===== src/rtl/pipe_skid_reg_pkg.sv =====
// Shared pipeline definitions: default widths, skid-stage state encoding and payload layout.
package pipe_skid_reg_pkg;

  localparam int unsigned PIPE_DATA_W = 71;
  localparam int unsigned PIPE_CNT_W  = 16;
  localparam int unsigned PIPE_OCC_W  = 2;

  typedef enum logic [1:0] {
    ST_EMPTY = 2'd0,
    ST_ONE   = 2'd1,
    ST_TWO   = 2'd2
  } pipe_state_e;

  // Default payload layout carried through the stage (71 bits).
  typedef struct packed {
    logic [31:0] word_hi;
    logic [31:0] word_lo;
    logic [4:0]  dest;
    logic [1:0]  ctrl;
  } pipe_payload_t;

endpackage


===== src/rtl/pipe_skid_reg_data.sv =====
// One payload entry: enabled register with asynchronous active-low clear.
module pipe_data_reg
  import pipe_skid_reg_pkg::*;
#(
  parameter int unsigned DATA_W = PIPE_DATA_W
) (
  input  logic              clk,
  input  logic              rst_n,
  input  logic              en,
  input  logic [DATA_W-1:0] d,
  output logic [DATA_W-1:0] q
);

  always_ff @(posedge clk or negedge rst_n) begin
    if (!rst_n) begin
      q <= '0;
    end else if (en) begin
      q <= d;
    end
  end

endmodule


===== src/rtl/pipe_skid_reg.sv =====
// Two-entry skid register: registered in_ready, one-cycle latency, FIFO order,
// synchronous flush and a saturating backpressure counter.
module pipe_skid_reg
  import pipe_skid_reg_pkg::*;
#(
  parameter int unsigned DATA_W = PIPE_DATA_W,
  parameter int unsigned CNT_W  = PIPE_CNT_W
) (
  input  logic                  clock,
  input  logic                  reset,
  input  logic                  flush,
  input  logic                  in_valid,
  input  logic [DATA_W-1:0]     in_data,
  output logic                  in_ready,
  output logic                  out_valid,
  output logic [DATA_W-1:0]     out_data,
  input  logic                  out_ready,
  output logic [PIPE_OCC_W-1:0] occupancy,
  output logic [CNT_W-1:0]      stall_cnt
);

  localparam logic [CNT_W-1:0] CNT_MAX = '1;

  pipe_state_e             state_q;
  pipe_state_e             state_d;
  logic                    in_ready_q;
  logic                    out_valid_q;
  logic [PIPE_OCC_W-1:0]   occ_q;
  logic [CNT_W-1:0]        stall_q;

  logic                    xfer_in_c;
  logic                    xfer_out_c;
  logic                    load_main_c;
  logic                    load_skid_c;
  logic                    main_from_skid_c;
  logic [DATA_W-1:0]       main_d_c;
  logic [DATA_W-1:0]       main_q;
  logic [DATA_W-1:0]       skid_q;

  assign xfer_in_c  = in_valid & in_ready_q;
  assign xfer_out_c = out_valid_q & out_ready;

  // State register; handshake/status outputs are re-registered from next state.
  always_ff @(posedge clock or negedge reset) begin
    if (!reset) begin
      state_q     <= ST_EMPTY;
      in_ready_q  <= 1'b1;
      out_valid_q <= 1'b0;
      occ_q       <= '0;
    end else begin
      state_q     <= state_d;
      in_ready_q  <= (state_d != ST_TWO);
      out_valid_q <= (state_d != ST_EMPTY);
      occ_q       <= PIPE_OCC_W'(state_d);
    end
  end

  // Next-state and entry load control; flush overrides every transfer.
  always_comb begin
    state_d          = state_q;
    load_main_c      = 1'b0;
    load_skid_c      = 1'b0;
    main_from_skid_c = 1'b0;
    if (flush) begin
      state_d = ST_EMPTY;
    end else begin
      case (state_q)
        ST_EMPTY: begin
          if (xfer_in_c) begin
            load_main_c = 1'b1;
            state_d     = ST_ONE;
          end
        end
        ST_ONE: begin
          case ({xfer_in_c, xfer_out_c})
            2'b10: begin
              load_skid_c = 1'b1;
              state_d     = ST_TWO;
            end
            2'b01: begin
              state_d = ST_EMPTY;
            end
            2'b11: begin
              load_main_c = 1'b1;
            end
            default: begin
            end
          endcase
        end
        ST_TWO: begin
          if (xfer_out_c) begin
            load_main_c      = 1'b1;
            main_from_skid_c = 1'b1;
            state_d          = ST_ONE;
          end
        end
        default: begin
          state_d = ST_EMPTY;
        end
      endcase
    end
  end

  assign main_d_c = main_from_skid_c ? skid_q : in_data;

  // Backpressure counter survives flush; only reset clears it.
  always_ff @(posedge clock or negedge reset) begin
    if (!reset) begin
      stall_q <= '0;
    end else if (out_valid_q && !out_ready && !flush && (stall_q != CNT_MAX)) begin
      stall_q <= stall_q + CNT_W'(1);
    end
  end

  pipe_data_reg #(
    .DATA_W (DATA_W)
  ) u_main (
    .clk   (clock),
    .rst_n (reset),
    .en    (load_main_c),
    .d     (main_d_c),
    .q     (main_q)
  );

  pipe_data_reg #(
    .DATA_W (DATA_W)
  ) u_skid (
    .clk   (clock),
    .rst_n (reset),
    .en    (load_skid_c),
    .d     (in_data),
    .q     (skid_q)
  );

  assign in_ready  = in_ready_q;
  assign out_valid = out_valid_q;
  assign out_data  = main_q;
  assign occupancy = occ_q;
  assign stall_cnt = stall_q;

endmodule


===== config.mk =====
export PLATFORM = sky130hd
export DESIGN_NAME = pipe_skid_reg
export DESIGN_NICKNAME = d
export VERILOG_FILES = /design/src/rtl/pipe_skid_reg_pkg.sv /design/src/rtl/pipe_skid_reg_data.sv /design/src/rtl/pipe_skid_reg.sv
export SDC_FILE = /design/constraint.sdc
export NUM_CORES = 1
export LEC_CHECK = 0
export ABC_CLOCK_PERIOD_IN_PS = 5510
export CORE_MARGIN = 3
export CORE_UTILIZATION = 30
export DETAILED_ROUTE_END_ITERATION = 16
export SETUP_SLACK_MARGIN = 0.2
export SYNTH_ARGS = -nofsm -noshare
export SYNTH_HDL_FRONTEND = slang
export SYNTH_SLANG_ARGS = --single-unit

===== constraint.sdc =====
create_clock -name clock -period 5.51 [get_ports clock]
set_input_delay 0.551 -clock clock [delete_from_list [all_inputs] [get_ports clock]]
set_output_delay 0.551 -clock clock [all_outputs]
set_load 0.02 [all_outputs]

### Word-level counts from Yosys, hierarchy flattened

Index checks and enable logic that the tools add are counted.

* equality and inequality tests: 7
* shift operators: 0
* $lt $le $gt $ge: 0
* divide/modulo/power cells: 0
* $add $sub $neg: 1
* multiplexer cells: 16
* reduce and logical (&&, ||, !) cells: 7
* multiply operators: 0
* bitwise logic cells: 2

Operators with widths (count)
* two-way mux 71 bit: 1
* adder 16 x 1 -> 16 bit (second input constant): 1
* != test 16 bit (second input constant): 1
* two-way mux 1 bit: 9
* == test 2 bit (second input constant): 3
* two-way mux 2 bit: 3
* case mux 2 bit (3 select lines): 1
* == test 2 x 1 -> 1 bit (second input constant): 2
* case mux 2 bit (2 select lines): 1
* logical AND 1 bit: 3
* case mux 1 bit (3 select lines): 1
* AND 1 bit: 2
* logical NOT 1 bit: 2
* logical NOT 2 bit: 1
* != test 2 bit (second input constant): 1
* nonzero test 2 bit: 1

* output and inout bits: 91
* memory bits (writable): 0
* word-level logic and storage cells: 39
* bits of input ports: 76
* bits in read-only memories: 0
* register bits after elaboration: 162
* memories: 0
* latch bits: 0

### Longest topological paths before layout

* depth after elaboration: 6
* depth in mapped cells: 6
* gate-level depth less buffers: 5

### By module

From an unflattened synthesis, not the netlist that was laid out.

* cell total of the unflattened synthesis: 480
* area, all modules: 7928.9 um^2

By module, submodules not included
* pipe_data_reg: area an instance 2990.4 um^2, cells each 150, times used 2
* pipe_skid_reg: area an instance 1948.1 um^2, cells each 180, times used 1

### Worst setup path after synthesis

No wires, ideal clock.

* path type: in2reg
* start point: in flush
* end point: reg u_skid.q[13]
* path buffers: 2
* arrival: 1.798 ns
* setup slack: 3.587 ns
* stages: 4
* path through: buf_2 -> nor4_4 -> buf_6 -> mux2_2

* longest elaborated chain between the ends: 1

RTL lines
* from (decl): line pipe_skid_reg.sv:11 `input logic flush,`
* two-way mux 1 bit: line pipe_skid_reg.sv:64 `if (flush) begin`
* to (signal assigned): line pipe_skid_reg_data.sv:16 `q <= '0;`
* to (signal assigned): line pipe_skid_reg_data.sv:18 `q <= d;`
* to (decl): line pipe_skid_reg_data.sv:11 `output logic [DATA_W-1:0] q`

No other way between the ends.
A chain may end at the register's enable or synchronous reset.

### Worst setup path after layout

* start point: in flush
* end point: reg u_main.q[2]

* longest elaborated chain between the ends: 2

RTL lines
* two-way mux 1 bit: line pipe_skid_reg.sv:64
* two-way mux 71 bit: line pipe_skid_reg.sv:104 `assign main_d_c = main_from_skid_c ? skid_q : in_data;`
* to (signal assigned): line pipe_skid_reg_data.sv:16
* to (signal assigned): line pipe_skid_reg_data.sv:18
* to (decl): line pipe_skid_reg_data.sv:11

Parallel ways exist; a longest one is shown, timed or not.

==> results.sh <==
export IMPL_status="completed"
export IMPL_cts_resized=0
export IMPL_nets=719
export IMPL_layout_commonest_cell="mux2_2"
export IMPL_slew_viol_final=0
export IMPL_hold_viol_final=0
export IMPL_layout_min_cycle_time_ns=2.92
export IMPL_die_y_um=161
export IMPL_fmax_ghz=0.343
export IMPL_grt_overflow=0
export IMPL_design_area_sq_um=9680
export IMPL_worstPathArrival_ns=3.21
export IMPL_yosys_warnings=0
export IMPL_diodes=0
export IMPL_cp_data_required_time_ns=5.81
export IMPL_drt_wirelength_per_cell_um=16.9
export IMPL_grt_pass1_vias=5072
export IMPL_clockBufferDepth=2
export IMPL_cts_root_buf="clkbuf_16"
export IMPL_synth_area_per_cell_sq_um=15.1
export IMPL_whs_ns=0.253
export IMPL_power_density_nw_per_um2=420
export IMPL_routed_wl_um=16400
export IMPL_rrSetupSlack_ns=2.78
export IMPL_track_usage_pct=13.0
export IMPL_drt_iter0_drc=148
export IMPL_core_area_sq_um=23500
export IMPL_cp_cell_sequence="clkdlybuf4s50_1 > and3b_4 > buf_4 > mux2_2 > mux2_2"
export IMPL_rsz0062_at_grt="no"
export IMPL_htreeDepth=4
export IMPL_worstSetupEndpointType="flop"
export IMPL_ant_nets=0
export IMPL_cts_setup_buffers=0
export IMPL_syn_area_sq_um=7190
export IMPL_ys_types=34
export IMPL_worstPathMaxFanout=45
export IMPL_drt_first_pass_iters=4
export IMPL_combPwrFrac_pct=27.3
export IMPL_cts_sinks=162
export IMPL_fill_cells=2208
export IMPL_worstHoldPathType="input pin to asynchronous set/reset pin"
export IMPL_place_area_sq_um=9100
export IMPL_num_vias=4487
export IMPL_seq_area_frac_synth_pct=56.4
export IMPL_worst_pin_slew_ns=1.21
export IMPL_drive_above_1_share_pct=35.5
export IMPL_power_switching_mw=1.17
export IMPL_postLayoutCoreUtil_pct=41.1
export IMPL_cpMostUsedCell="mux2_2"
export IMPL_clk_pin_slew_ns=0.06
export IMPL_synth_nets=554
export IMPL_port_buffers=166
export IMPL_grt_max_degree=110
export IMPL_area_growth_pct=34.7
export IMPL_fp_dieArea_sq_um=25900
export IMPL_clockPowerShare_pct=29.0
export IMPL_maxCapViolCount=0
export IMPL_synth_seq_cells=162
export IMPL_routed_via_density=4.61
export IMPL_final_cell_mix="190 x mux2_2, 165 x clkdlybuf4s50_1, 161 x dfrtp_1"
export IMPL_hold_buffers=0
export IMPL_cp_slowest_cell="and3b_4"
export IMPL_drc=0
export IMPL_swShare_pct=28.6
export IMPL_worstSkewPairLatency_ns=0.42
export IMPL_finalSetupTns_ns=0
export IMPL_syn_inst=477
export IMPL_critPathMaxStageDelay_ns=0.91
export IMPL_ir_drop_v=0.000169
export IMPL_fin_ws_ns=2.59
export IMPL_sequentialPowerShare_pct=43.7
export IMPL_dp_hpwl_um=11100
export IMPL_internal_power_mw=2.90
export IMPL_start_util_pct=30.5
export IMPL_fin_crit_sh_pct=53.0
export IMPL_setup_viol=0
export IMPL_std_cell_rows=56
export IMPL_cellLeakagePower_nw=3.94
export IMPL_crit_type="input pin to flop"
export IMPL_place_gp_congestion=0.778
export IMPL_grt_pass1_wl_um=26900
export IMPL_slew_headroom_pct=18.4
export IMPL_skew_ns=0.00719
export IMPL_startpoint_type="input pin"
export IMPL_cts_made_buffers=17
export IMPL_antenna_found_initial=1
export IMPL_dp_slack_ns=2.13
export IMPL_dieWidth_um=161
export IMPL_ios=167
export IMPL_cts_tree="yes"
==> logic make-up (layout without fill, tap and decap cells) <==
kind of cell | count (synthesis) | count (layout) | synth area share (%)
multiplexers | 215 | 215 | 33.7
buffers and inverters | 27 | 204 | 3.08
AO/OA/AOI/OAI | 8 | 8 | 0.696
XOR/XNOR | 14 | 14 | 1.71
AND/OR/NAND/NOR | 50 | 50 | 4.26
flip-flops | 162 | 162 | 56.4
adder cells (fa/ha/maj) | 1 | 1 | 0.174
==> critical path: cells and delay by family <==
family | cells | cell delay, ns
buffers and inverters | 2 | 1.07
multiplexers | 2 | 0.65
AND/OR/NAND/NOR | 1 | 0.91
==> cells in the mapped netlist <==
cell,instances,area share (%)
mux2_2,190,30
dfrtp_1,161,56
mux2_1,25,3.9
buf_6,14,2.2
xor2_1,13,1.6
nand2_1,10,0.52
buf_2,9,0.63
nor4_1,6,0.52
nand4_1,5,0.44
nor2_1,5,0.26
nor3_1,5,0.35
a21oi_1,4,0.28
and3_1,3,0.26
nand3_1,3,0.21
and2_1,2,0.17
and3b_1,2,0.24
inv_1,2,0.10
nor3b_1,2,0.21
a21bo_2,1,0.14
a22oi_1,1,0.10
and4_1,1,0.12
buf_4,1,0.10
clkbuf_1,1,0.052
dfstp_2,1,0.37
ha_1,1,0.17
nor2_2,1,0.087
nor2b_4,1,0.19
nor4_2,1,0.17
nor4_4,1,0.30
nor4b_1,1,0.12
o21ai_0,1,0.070
o21bai_1,1,0.10
or3_1,1,0.087
xnor2_1,1,0.12
==> state kept, by name (all words and copies together), names as in the netlist <==
signal,cells
occupancy,2
u_main.q,71
in_ready,1
u_skid.q,71
out_valid,1
stall_cnt,16
==> routing by layer <==
metal | global-route usage (%) | part of all wire (%)
met2 | 21.2 | 48
met4 | 3.95 | 1.4
met3 | 4.80 | 6.5
met5 | 0 | 0.079
met1 | 16.1 | 44
==> path summary, 6_finish.rpt <==
kind	startpoint	to	cells past startpoint
min reg2reg	u_skid.q[11]	u_skid.q[11]	1
max	flush	u_main.q[2]	5
min in group clock	u_skid.q[11]	u_skid.q[11]	1
max reg2reg	occupancy[1]	u_main.q[2]	5
max in group asynchronous	reset	u_skid.q[24]	2
min	reset	stall_cnt[12]	1
==> stage by stage <==
step | std cells | power (mW)
6_report | 973 | 4.07
5_1_grt | 973 | 4.29
4_1_cts | 973 | 4.13
3_5_place_dp | 942 | 2.93
3_3_place_gp | 942 | 2.88
2_1_floorplan | 477 | 2.37
==> final cells by class <==
type | instances | area, sq um | area share [%]
multi-input cells | 288 | 2920 | 30.2
flip-flops and latches | 162 | 4060 | 41.9
clock inverters | 10 | 125 | 1.29
clock buffers | 21 | 460 | 4.76
repair buffers | 171 | 1710 | 17.7
inverters | 2 | 7.51 | 0.0775
well taps | 319 | 399 | 4.12
==> power by group through the flow <==
| stage | sequential (mW) | combinational (mW) | clock, mW |
|---|---|---|---|
| global route | 1.83 | 1.19 | 1.27 |
| CTS | 1.78 | 1.13 | 1.22 |
| floorplan | 1.95 | 0.414 | 0 |
| global placement | 1.78 | 1.10 | 0 |
| finish | 1.78 | 1.11 | 1.18 |
| detailed placement | 1.80 | 1.13 | 0 |
No activity file was read; power rests on OpenSTA's default activity.
